==> src/rtl/i2s_mic_rx_ctrl_if.sv <==
// I2S microphone receiver bus.
// Bundles the controller's pin-side and datapath-side signals.
//   enable       : level, high = run the interface (driven by the datapath)
//   sdo          : mic serial data, already synchronized
//   sck, ws      : I2S bit clock and word select to the mic
//   sample       : signed captured sample, SAMPLE_BITS wide
//   sample_16    : top 16 bits of sample (right zero-padded when narrower)
//   sample_valid : one-clk pulse when sample updates
//   running      : high while samples are being delivered
// SAMPLE_BITS must match the controller instance it connects to.
interface i2s_mic_rx_ctrl_if #(
  parameter int unsigned SAMPLE_BITS = 24
);
  logic                          enable;
  logic                          sdo;
  logic                          sck;
  logic                          ws;
  logic signed [SAMPLE_BITS-1:0] sample;
  logic [15:0]                   sample_16;
  logic                          sample_valid;
  logic                          running;

  modport master (
    input  enable, sdo,
    output sck, ws, sample, sample_16, sample_valid, running
  );

  modport slave (
    output enable, sdo,
    input  sck, ws, sample, sample_16, sample_valid, running
  );
endinterface

==> src/rtl/i2s_mic_rx_ctrl.sv <==
// Master-mode I2S receive controller for an INMP441-class MEMS microphone.
// Generates sck/ws from clk, shifts in sdo for the selected slot and emits
// one signed sample per 64-sck frame with a single-cycle valid pulse.
// After enable, STARTUP_FRAMES frames are generated but discarded while the
// mic settles. Dropping enable stops the interface at the next frame end.
// Ports:
//   clk   : system clock
//   reset : synchronous, active-high
//   bus   : i2s_mic_rx_ctrl_if master modport (enable, sdo in;
//           sck, ws, sample, sample_16, sample_valid, running out)
module i2s_mic_rx_ctrl #(
  parameter int unsigned CLK_DIV        = 8,
  parameter int unsigned CHANNEL        = 0,
  parameter int unsigned STARTUP_FRAMES = 4,
  parameter int unsigned SAMPLE_BITS    = 24
) (
  input  logic              clk,
  input  logic              reset,
  i2s_mic_rx_ctrl_if.master bus
);

  localparam int unsigned      DIV_W     = (CLK_DIV > 1) ? $clog2(CLK_DIV) : 1;
  localparam logic [DIV_W-1:0] DIV_LAST  = DIV_W'(CLK_DIV - 1);
  localparam logic [4:0]       LAST_POS  = 5'(SAMPLE_BITS);
  localparam logic             CH_SLOT   = (CHANNEL != 0);
  localparam logic [15:0]      LAST_WARM = 16'((STARTUP_FRAMES == 0) ? 0 : STARTUP_FRAMES - 1);

  typedef enum logic [1:0] {
    ST_IDLE,
    ST_WARMUP,
    ST_RUN
  } state_e;

  state_e                 state_q, state_d;
  logic [DIV_W-1:0]       div_cnt_q, div_cnt_d;
  logic                   sck_q, sck_d;
  logic                   ws_q, ws_d;
  logic [5:0]             bit_cnt_q, bit_cnt_d;
  logic [15:0]            frame_cnt_q, frame_cnt_d;
  logic [SAMPLE_BITS-1:0] shift_q, shift_d;
  logic [SAMPLE_BITS-1:0] sample_q, sample_d;
  logic                   valid_q, valid_d;

  logic       tick, rise, fall, boundary, in_window;
  logic [4:0] pos;

  always_comb begin
    state_d     = state_q;
    div_cnt_d   = div_cnt_q;
    sck_d       = sck_q;
    ws_d        = ws_q;
    bit_cnt_d   = bit_cnt_q;
    frame_cnt_d = frame_cnt_q;
    shift_d     = shift_q;
    sample_d    = sample_q;
    valid_d     = 1'b0;

    tick      = (div_cnt_q == DIV_LAST);
    rise      = tick && !sck_q;
    fall      = tick && sck_q;
    boundary  = fall && (bit_cnt_q == 6'd63);
    pos       = bit_cnt_q[4:0];
    // pos 0 of each slot is the I2S one-bit delay; MSB arrives at pos 1.
    in_window = (bit_cnt_q[5] == CH_SLOT) && (pos != 5'd0) && (pos <= LAST_POS);

    case (state_q)
      ST_IDLE: begin
        div_cnt_d   = '0;
        sck_d       = 1'b0;
        ws_d        = 1'b0;
        bit_cnt_d   = '0;
        frame_cnt_d = '0;
        if (bus.enable) begin
          state_d = (STARTUP_FRAMES == 0) ? ST_RUN : ST_WARMUP;
        end
      end
      default: begin
        div_cnt_d = tick ? '0 : div_cnt_q + DIV_W'(1);
        if (tick) begin
          sck_d = !sck_q;
        end
        if (fall) begin
          bit_cnt_d = bit_cnt_q + 6'd1;
          ws_d      = bit_cnt_d[5];
        end
        if (rise && in_window) begin
          shift_d = (shift_q << 1) | SAMPLE_BITS'(bus.sdo);
          // Sample is taken straight from the shifter's next value so the
          // LSB captured on this rise is included and valid lags it by 1 clk.
          if ((pos == LAST_POS) && (state_q == ST_RUN)) begin
            sample_d = shift_d;
            valid_d  = 1'b1;
          end
        end
        // enable is only looked at on the frame boundary, so a drop and a
        // re-raise within one frame never interrupts the stream.
        if (boundary) begin
          if (!bus.enable) begin
            state_d = ST_IDLE;
          end else if (state_q == ST_WARMUP) begin
            if (frame_cnt_q == LAST_WARM) begin
              state_d = ST_RUN;
            end
            if (frame_cnt_q != '1) begin
              frame_cnt_d = frame_cnt_q + 16'd1;
            end
          end
        end
      end
    endcase
  end

  always_ff @(posedge clk) begin
    if (reset) begin
      state_q     <= ST_IDLE;
      div_cnt_q   <= '0;
      sck_q       <= 1'b0;
      ws_q        <= 1'b0;
      bit_cnt_q   <= '0;
      frame_cnt_q <= '0;
      shift_q     <= '0;
      sample_q    <= '0;
      valid_q     <= 1'b0;
    end else begin
      state_q     <= state_d;
      div_cnt_q   <= div_cnt_d;
      sck_q       <= sck_d;
      ws_q        <= ws_d;
      bit_cnt_q   <= bit_cnt_d;
      frame_cnt_q <= frame_cnt_d;
      shift_q     <= shift_d;
      sample_q    <= sample_d;
      valid_q     <= valid_d;
    end
  end

  assign bus.sck          = sck_q;
  assign bus.ws           = ws_q;
  assign bus.sample       = sample_q;
  assign bus.sample_valid = valid_q;
  assign bus.running      = (state_q == ST_RUN);

  if (SAMPLE_BITS >= 16) begin : g_s16_slice
    assign bus.sample_16 = sample_q[SAMPLE_BITS-1 -: 16];
  end else begin : g_s16_pad
    assign bus.sample_16 = {sample_q, {(16 - SAMPLE_BITS){1'b0}}};
  end

endmodule

==> src/flat_wrapper.sv <==
// flat-port wrapper written by rule: the top's interface ports become plain ports
module i2s_mic_rx_ctrl_flat 
#(
  parameter int unsigned CLK_DIV        = 8,
  parameter int unsigned CHANNEL        = 0,
  parameter int unsigned STARTUP_FRAMES = 4,
  parameter int unsigned SAMPLE_BITS    = 24
)
  (clk, reset, bus_enable, bus_sdo, bus_sck, bus_ws, bus_sample, bus_sample_16, bus_sample_valid, bus_running);
  i2s_mic_rx_ctrl_if #(.SAMPLE_BITS(SAMPLE_BITS)) bus_i ();
  input  logic clk;
  input  logic reset;
  input wire logic [$bits(bus_i.enable)-1:0] bus_enable;
  input wire logic [$bits(bus_i.sdo)-1:0] bus_sdo;
  output wire logic [$bits(bus_i.sck)-1:0] bus_sck;
  output wire logic [$bits(bus_i.ws)-1:0] bus_ws;
  output wire logic [$bits(bus_i.sample)-1:0] bus_sample;
  output wire logic [$bits(bus_i.sample_16)-1:0] bus_sample_16;
  output wire logic [$bits(bus_i.sample_valid)-1:0] bus_sample_valid;
  output wire logic [$bits(bus_i.running)-1:0] bus_running;
  assign bus_i.enable = bus_enable;
  assign bus_i.sdo = bus_sdo;
  assign bus_sck = bus_i.sck;
  assign bus_ws = bus_i.ws;
  assign bus_sample = bus_i.sample;
  assign bus_sample_16 = bus_i.sample_16;
  assign bus_sample_valid = bus_i.sample_valid;
  assign bus_running = bus_i.running;
  i2s_mic_rx_ctrl #(.CLK_DIV(CLK_DIV), .CHANNEL(CHANNEL), .STARTUP_FRAMES(STARTUP_FRAMES), .SAMPLE_BITS(SAMPLE_BITS)) u_core (.clk(clk), .reset(reset), .bus(bus_i));
endmodule
==> config.mk <==
export PLATFORM = sky130hd
export DESIGN_NAME = i2s_mic_rx_ctrl_flat
export DESIGN_NICKNAME = d
export VERILOG_FILES = /design/src/rtl/i2s_mic_rx_ctrl_if.sv /design/src/rtl/i2s_mic_rx_ctrl.sv /design/src/flat_wrapper.sv
export SDC_FILE = /design/constraint.sdc
export NUM_CORES = 1
export LEC_CHECK = 0
export BUFFER_PORTS_ARGS = -buffer_cell sky130_fd_sc_hd__clkbuf_2
export CORE_UTILIZATION = 28
export DETAILED_ROUTE_END_ITERATION = 6
export PLACE_DENSITY = 0.47
export REMOVE_ABC_BUFFERS = 1
export SKIP_LAST_GASP = 1
export SLEW_MARGIN = 0
export SYNTH_ARGS = -nofsm -noshare
export SYNTH_HDL_FRONTEND = slang
export SYNTH_SLANG_ARGS = --single-unit
==> constraint.sdc <==
create_clock -name clk -period 3 [get_ports clk]
set_clock_uncertainty 0.2 [all_clocks]
set_input_delay 0.75 -clock clk [delete_from_list [all_inputs] [get_ports clk]]
set_output_delay 0.75 -clock clk [all_outputs]
set_load 0.03 [all_outputs]
After elaboration in Yosys (flattened, before gate mapping)
Cells that the tools add are included.
{"block": "totals", "ff_bits": 77, "in_bits": 4, "out_inout_bits": 44, "wordCells": 52}
{"block": "classes", "add_sub_neg": 3, "order_cmp": 1, "eq_ne": 10, "muxes": 7, "bitwise": 4, "n_reduce_logical": 18}
{"operator": "bitwise OR 24 x 1 -> 24 bit", "count": 1}
{"operator": "adder 16 x 1 -> 16 bit, second input constant", "count": 1}
{"operator": "== test 16 x 2 -> 1 bit, second input constant", "count": 1}
{"operator": "inequality test 16 bit, second input constant", "count": 1}
{"operator": "two-way mux 2 bit", "count": 6}
{"operator": "AND reduction 4 bit", "count": 2}
{"operator": "logical AND 1 bit", "count": 7}
{"operator": "adder 6 x 1 -> 6 bit, second input constant", "count": 1}
{"operator": "== test 6 bit, second input constant", "count": 1}
{"operator": "inequality test 3 x 1 -> 1 bit, second input constant", "count": 2}
{"operator": "OR reduction 3 bit", "count": 2}
{"operator": "== test 5 bit, second input constant", "count": 1}
{"operator": "less-or-equal comparator 5 bit, second input constant", "count": 1}
{"operator": "nonzero test 5 bit", "count": 1}
{"operator": "adder 3 x 1 -> 3 bit, second input constant", "count": 1}
{"operator": "== test 3 bit, second input constant", "count": 1}
{"operator": "NOT 1 bit", "count": 3}
{"operator": "AND reduction 3 bit", "count": 1}
{"operator": "== test 2 x 1 -> 1 bit, second input constant", "count": 1}
{"operator": "== test 2 bit, second input constant", "count": 1}
{"operator": "zero test 2 bit", "count": 1}
{"operator": "inequality test 2 bit, second input constant", "count": 1}
{"operator": "AND reduction 2 bit", "count": 1}
{"operator": "nonzero test 2 bit", "count": 1}
{"operator": "other kinds (3)", "count": 3}

Longest topological paths before layout
{"block": "depth", "word_depth": 6, "ltp_mapped": 9, "ltp_nobuf": 7}

Worst setup path after synthesis
No wires, ideal clock.
{"block": "synth_timing", "kind": "register to register", "from": "register u_core.div_cnt_q[0]", "to": "register u_core.frame_cnt_q[6]", "setup_time_ns": 0.059, "arrival_time_ns": 1.896, "t_required_ns": 2.741, "path_slack_ns": 0.845, "stages_incl_launch_ff": 9, "path_buffers": 1, "period_less_slack_ns": 2.155, "cell_sequence": "dfxtp_1 -> ha_1 -> ha_1 -> buf_4 -> nand4_4 -> nor4_4 -> o21ai_2 -> or4_1 -> nand2_1"}
{"block": "synth_between", "elab_chain_len": 4}
{"element": "from (decl)", "line_no": "i2s_mic_rx_ctrl.sv:35", "source": "logic [DIV_W-1:0] div_cnt_q, div_cnt_d;"}
{"element": "from (signal assigned)", "line_no": "i2s_mic_rx_ctrl.sv:126", "source": "div_cnt_q <= div_cnt_d;"}
{"element": "== test 3 bit", "line_no": "i2s_mic_rx_ctrl.sv:58", "source": "tick = (div_cnt_q == DIV_LAST);"}
{"element": "logical AND 1 bit", "line_no": "i2s_mic_rx_ctrl.sv:60", "source": "fall = tick && sck_q;"}
{"element": "logical AND 1 bit", "line_no": "i2s_mic_rx_ctrl.sv:61", "source": "boundary = fall && (bit_cnt_q == 6'd63);"}
{"element": "AND reduction 4 bit (no source line)"}
{"element": "to (signal assigned)", "line_no": "i2s_mic_rx_ctrl.sv:130", "source": "frame_cnt_q <= frame_cnt_d;"}
{"element": "to (decl)", "line_no": "i2s_mic_rx_ctrl.sv:39", "source": "logic [15:0] frame_cnt_q, frame_cnt_d;"}
No other way between the ends.
A chain may end at the register's enable or synchronous reset.

Worst setup path in the final report
{"block": "layout_timing", "from": "register u_core.div_cnt_q[0]", "to": "register u_core.frame_cnt_q[14]"}
Same word-level chain as after synthesis.

==> flow_summary.toml <==
[run_status]
run_status = "finished, final reports clean"

[synth]
syn_avg_cell_area_um2 = 8.23
synth_seq_area_share = 0.475
synth_most_common_cell = "nand2_1"
synth_area_leader_cell = "dfxtp_1"
synth_seq_cells = 76
syn_inst_count = 389
synthTopCellsByCount = "nand2_1, dfxtp_1, a21oi_1"
netlist.area_leader.share = 0.475
netlist_top_cells_area = "dfxtp_1, nand2_1, a21oi_1, buf_4, nor2_1"
yosys_warnings = 0
netlist_area_pre_place_um2 = 3200
postSynth.topFlopCell = "dfxtp_1"
synth-edff-count = 0
synth-async-reset-ratio = 0
synth_cell_types = 40

[power_and_ir_drop]
leakage_nw = 1.35
design_power_total_mw = 2.07
largest_voltage_drop_on_the_vdd_net_v = 0.000247
power-per-cell-area_nw_per_um2 = 554

[clock_network]
cts-root-to-sink-buffers = 2
cts-hold-fix-buffers = 0
tritoncts.num_buffers = 9
insertion_delay_ns = 0.34
cts_root_buf = "clkbuf_16"
clock_tree.htree_level_count = 3
cts_tree = "built"
post-cts-setup-buffers = 0
postCtsResizedCells = 0
tritoncts_num_sinks = 76
cts.clk_slew.worst_paths_ns = 0.06

[detailed_routing]
avgRoutedWirePerCell_um = 12.2
first_iter_violations = 117
route.layer.met1.wl_mm = 3.47
remaining_drc_errors = 0
wl_met2_mm = 2.97
drt_first_pass_iters = 4
dr_wl_met3_um = 273
vias = 2624
maxUsedRoutingLayer = "met4"
antenna_violating_nets_post_route = 0
wl_mm = 6.82
detail_route.vias_per_cell = 4.68

[worst_setup_path]
reg2reg_to = "u_core.frame_cnt_q[14]"
cp_max_fo = 10
setup.worst_path.start_class = "flop"
timing.critical_path.arrival_ns = 2.52
timing.critical_path.to_type = "flop"
r2r_cells = 7
regToRegSetupSlack_ns = 0.54
crit_required_ns = 3.06
crit-reg2reg-launch = "u_core.div_cnt_q[0]"
timing.setup.critical_path_class = "flop to flop"

[floorplanning]
floorplan.core_area_um2 = 11000
initial_core_util = 0.291
placement_rows = 38
chipWidth_um = 109
fp.dieArea_um2 = 11900
floorplan.io_pins = 48
die_outline_height_um = 109

[placed_design]
detailedPlacementHpwl_mm = 4.41
io_buffer_count = 47
gp_congestion = 0.726

[sta]
finalCritPeriodShare = 0.820
timing.slew.headroom = 0.635
finalSetupViolations = 0
maxClockFrequency_ghz = 0.407
period_needed_ns = 2.46
final-hold-violation-count = 0
hold_ws_ns = 0.228
setup_tns_ns = 0
report.final.slew_viol_count = 0
setup_repair_after_global_routing_missed_its_margin = "false"
worst_slew_pin_slew_ns = 0.547

[global_routing]
grt_overflow_total = 0
grt_first_pass_wirelength_mm = 11.1
track_usage = 0.123
via_count_of_the_first_global_routing_pass = 2272
antenna_found_initial = 0
pin_count_of_the_biggest_net_entering_global_routing = 51

[hold_path]
min_to = "u_core.div_cnt_q[0]"
hold_path_depth = 1
hold_path.class = "flop to flop"
min-delay-start = "u_core.div_cnt_q[0]"

[cells_and_area]
final_net_count = 425
area_growth_from_synthesis_to_layout_pct = 16.6
layout-drive-gt1-share = 0.176
insertedDiodeCount = 0
post_layout_utilization_of_the_core = 0.340

[run]
max_cap_viol_count = 0
==> power breakdown <==
group          total [mW]  switching [mW]  internal (mW)
clock network        1.02           0.437          0.588
registers            1.01         0.00225           1.01
logic              0.0298          0.0227        0.00709
total                2.07           0.462           1.61
==> worst max-delay path by stage <==
stage                                    from                      to  slack [ns]  depth (start not counted)
after floorplan           u_core.div_cnt_q[0]    u_core.bus.sample[0]        0.66                          6
after global placement    u_core.div_cnt_q[0]   u_core.frame_cnt_q[4]        0.64                          7
after detailed placement  u_core.div_cnt_q[0]  u_core.frame_cnt_q[14]        0.56                          7
after CTS                 u_core.div_cnt_q[0]  u_core.frame_cnt_q[14]        0.54                          7
after global routing      u_core.div_cnt_q[0]  u_core.frame_cnt_q[14]        0.39                          7
final                     u_core.div_cnt_q[0]  u_core.frame_cnt_q[14]        0.54                          7
==> cell type report <==
cell class | instances | area [µm²]
clock buffer | 10 | 239
clock inverter | 6 | 47.5
fill | 1149 | 7250
inverter | 5 | 18.8
multi-input combinational | 271 | 1450
sequential | 76 | 1520
tap | 140 | 175
timing repair buffer | 53 | 280
==> cell usage in the layout (no fill, tap or decap), types with 2 or more instances in the layout <==
cell type	instances
clkbuf_2	47
o211ai_1	3
or3_1	7
nor2_1	17
o21ai_0	9
nand3_1	7
inv_1	5
ha_1	5
and3_1	3
nor3b_1	3
nand2_1	105
and4_1	4
nand4_1	9
and2_1	4
xnor2_1	4
nor4b_1	4
dfxtp_1	76
xor2_1	7
clkinv_4	3
a21oi_1	57
nor4_1	3
clkbuf_16	9
buf_4	6
or4_1	2
mux2i_1	2
==> state kept, by name, summed over array words and instances (netlist names) <==
register	cells
u_core.state_q	2
u_core.bus.sck	1
u_core.frame_cnt_q	16
u_core.shift_q	23
u_core.bus.sample_valid	1
u_core.bus.sample	24
u_core.bit_cnt_q	6
u_core.div_cnt_q	3
==> through the flow <==
step | cells | cell area [µm²] | setup WS (ns)
after detailed placement | 545 | 3440 | 0.560
after floorplan | 352 | 2990 | 0.661
final | 561 | 3730 | 0.541
after global routing | 561 | 3730 | 0.391
after CTS | 561 | 3730 | 0.539
after global placement | 545 | 3440 | 0.639
==> critical path, cell delays in order (launching register included) <==
cell     delay (ns)
dfxtp_1        0.33
ha_1           0.15
ha_1           0.40
nand4_4        0.16
nor4_4         0.37
nand4_2        0.21
or3b_1         0.41
a21oi_1        0.15
==> metal layers <==
layer	track usage	vias up
met1	0.155	1202
met4	0.0521	0
met5	0	-
met3	0.0430	9
met2	0.187	53
li1	-	1360
==> kinds of logic (layout without fill, tap and decap cells) <==
family / count (synthesis) / count (layout) / share of synthesized area
simple gates: 178 / 178 / 0.272
flops: 76 / 76 / 0.475
compound gates: 75 / 75 / 0.125
buf+inv: 42 / 74 / 0.0719
xor+xnor: 11 / 11 / 0.0301
fa+ha+maj: 5 / 5 / 0.0195
mux: 2 / 2 / 0.00626
Note: power is estimated with default switching activity, not from simulation.
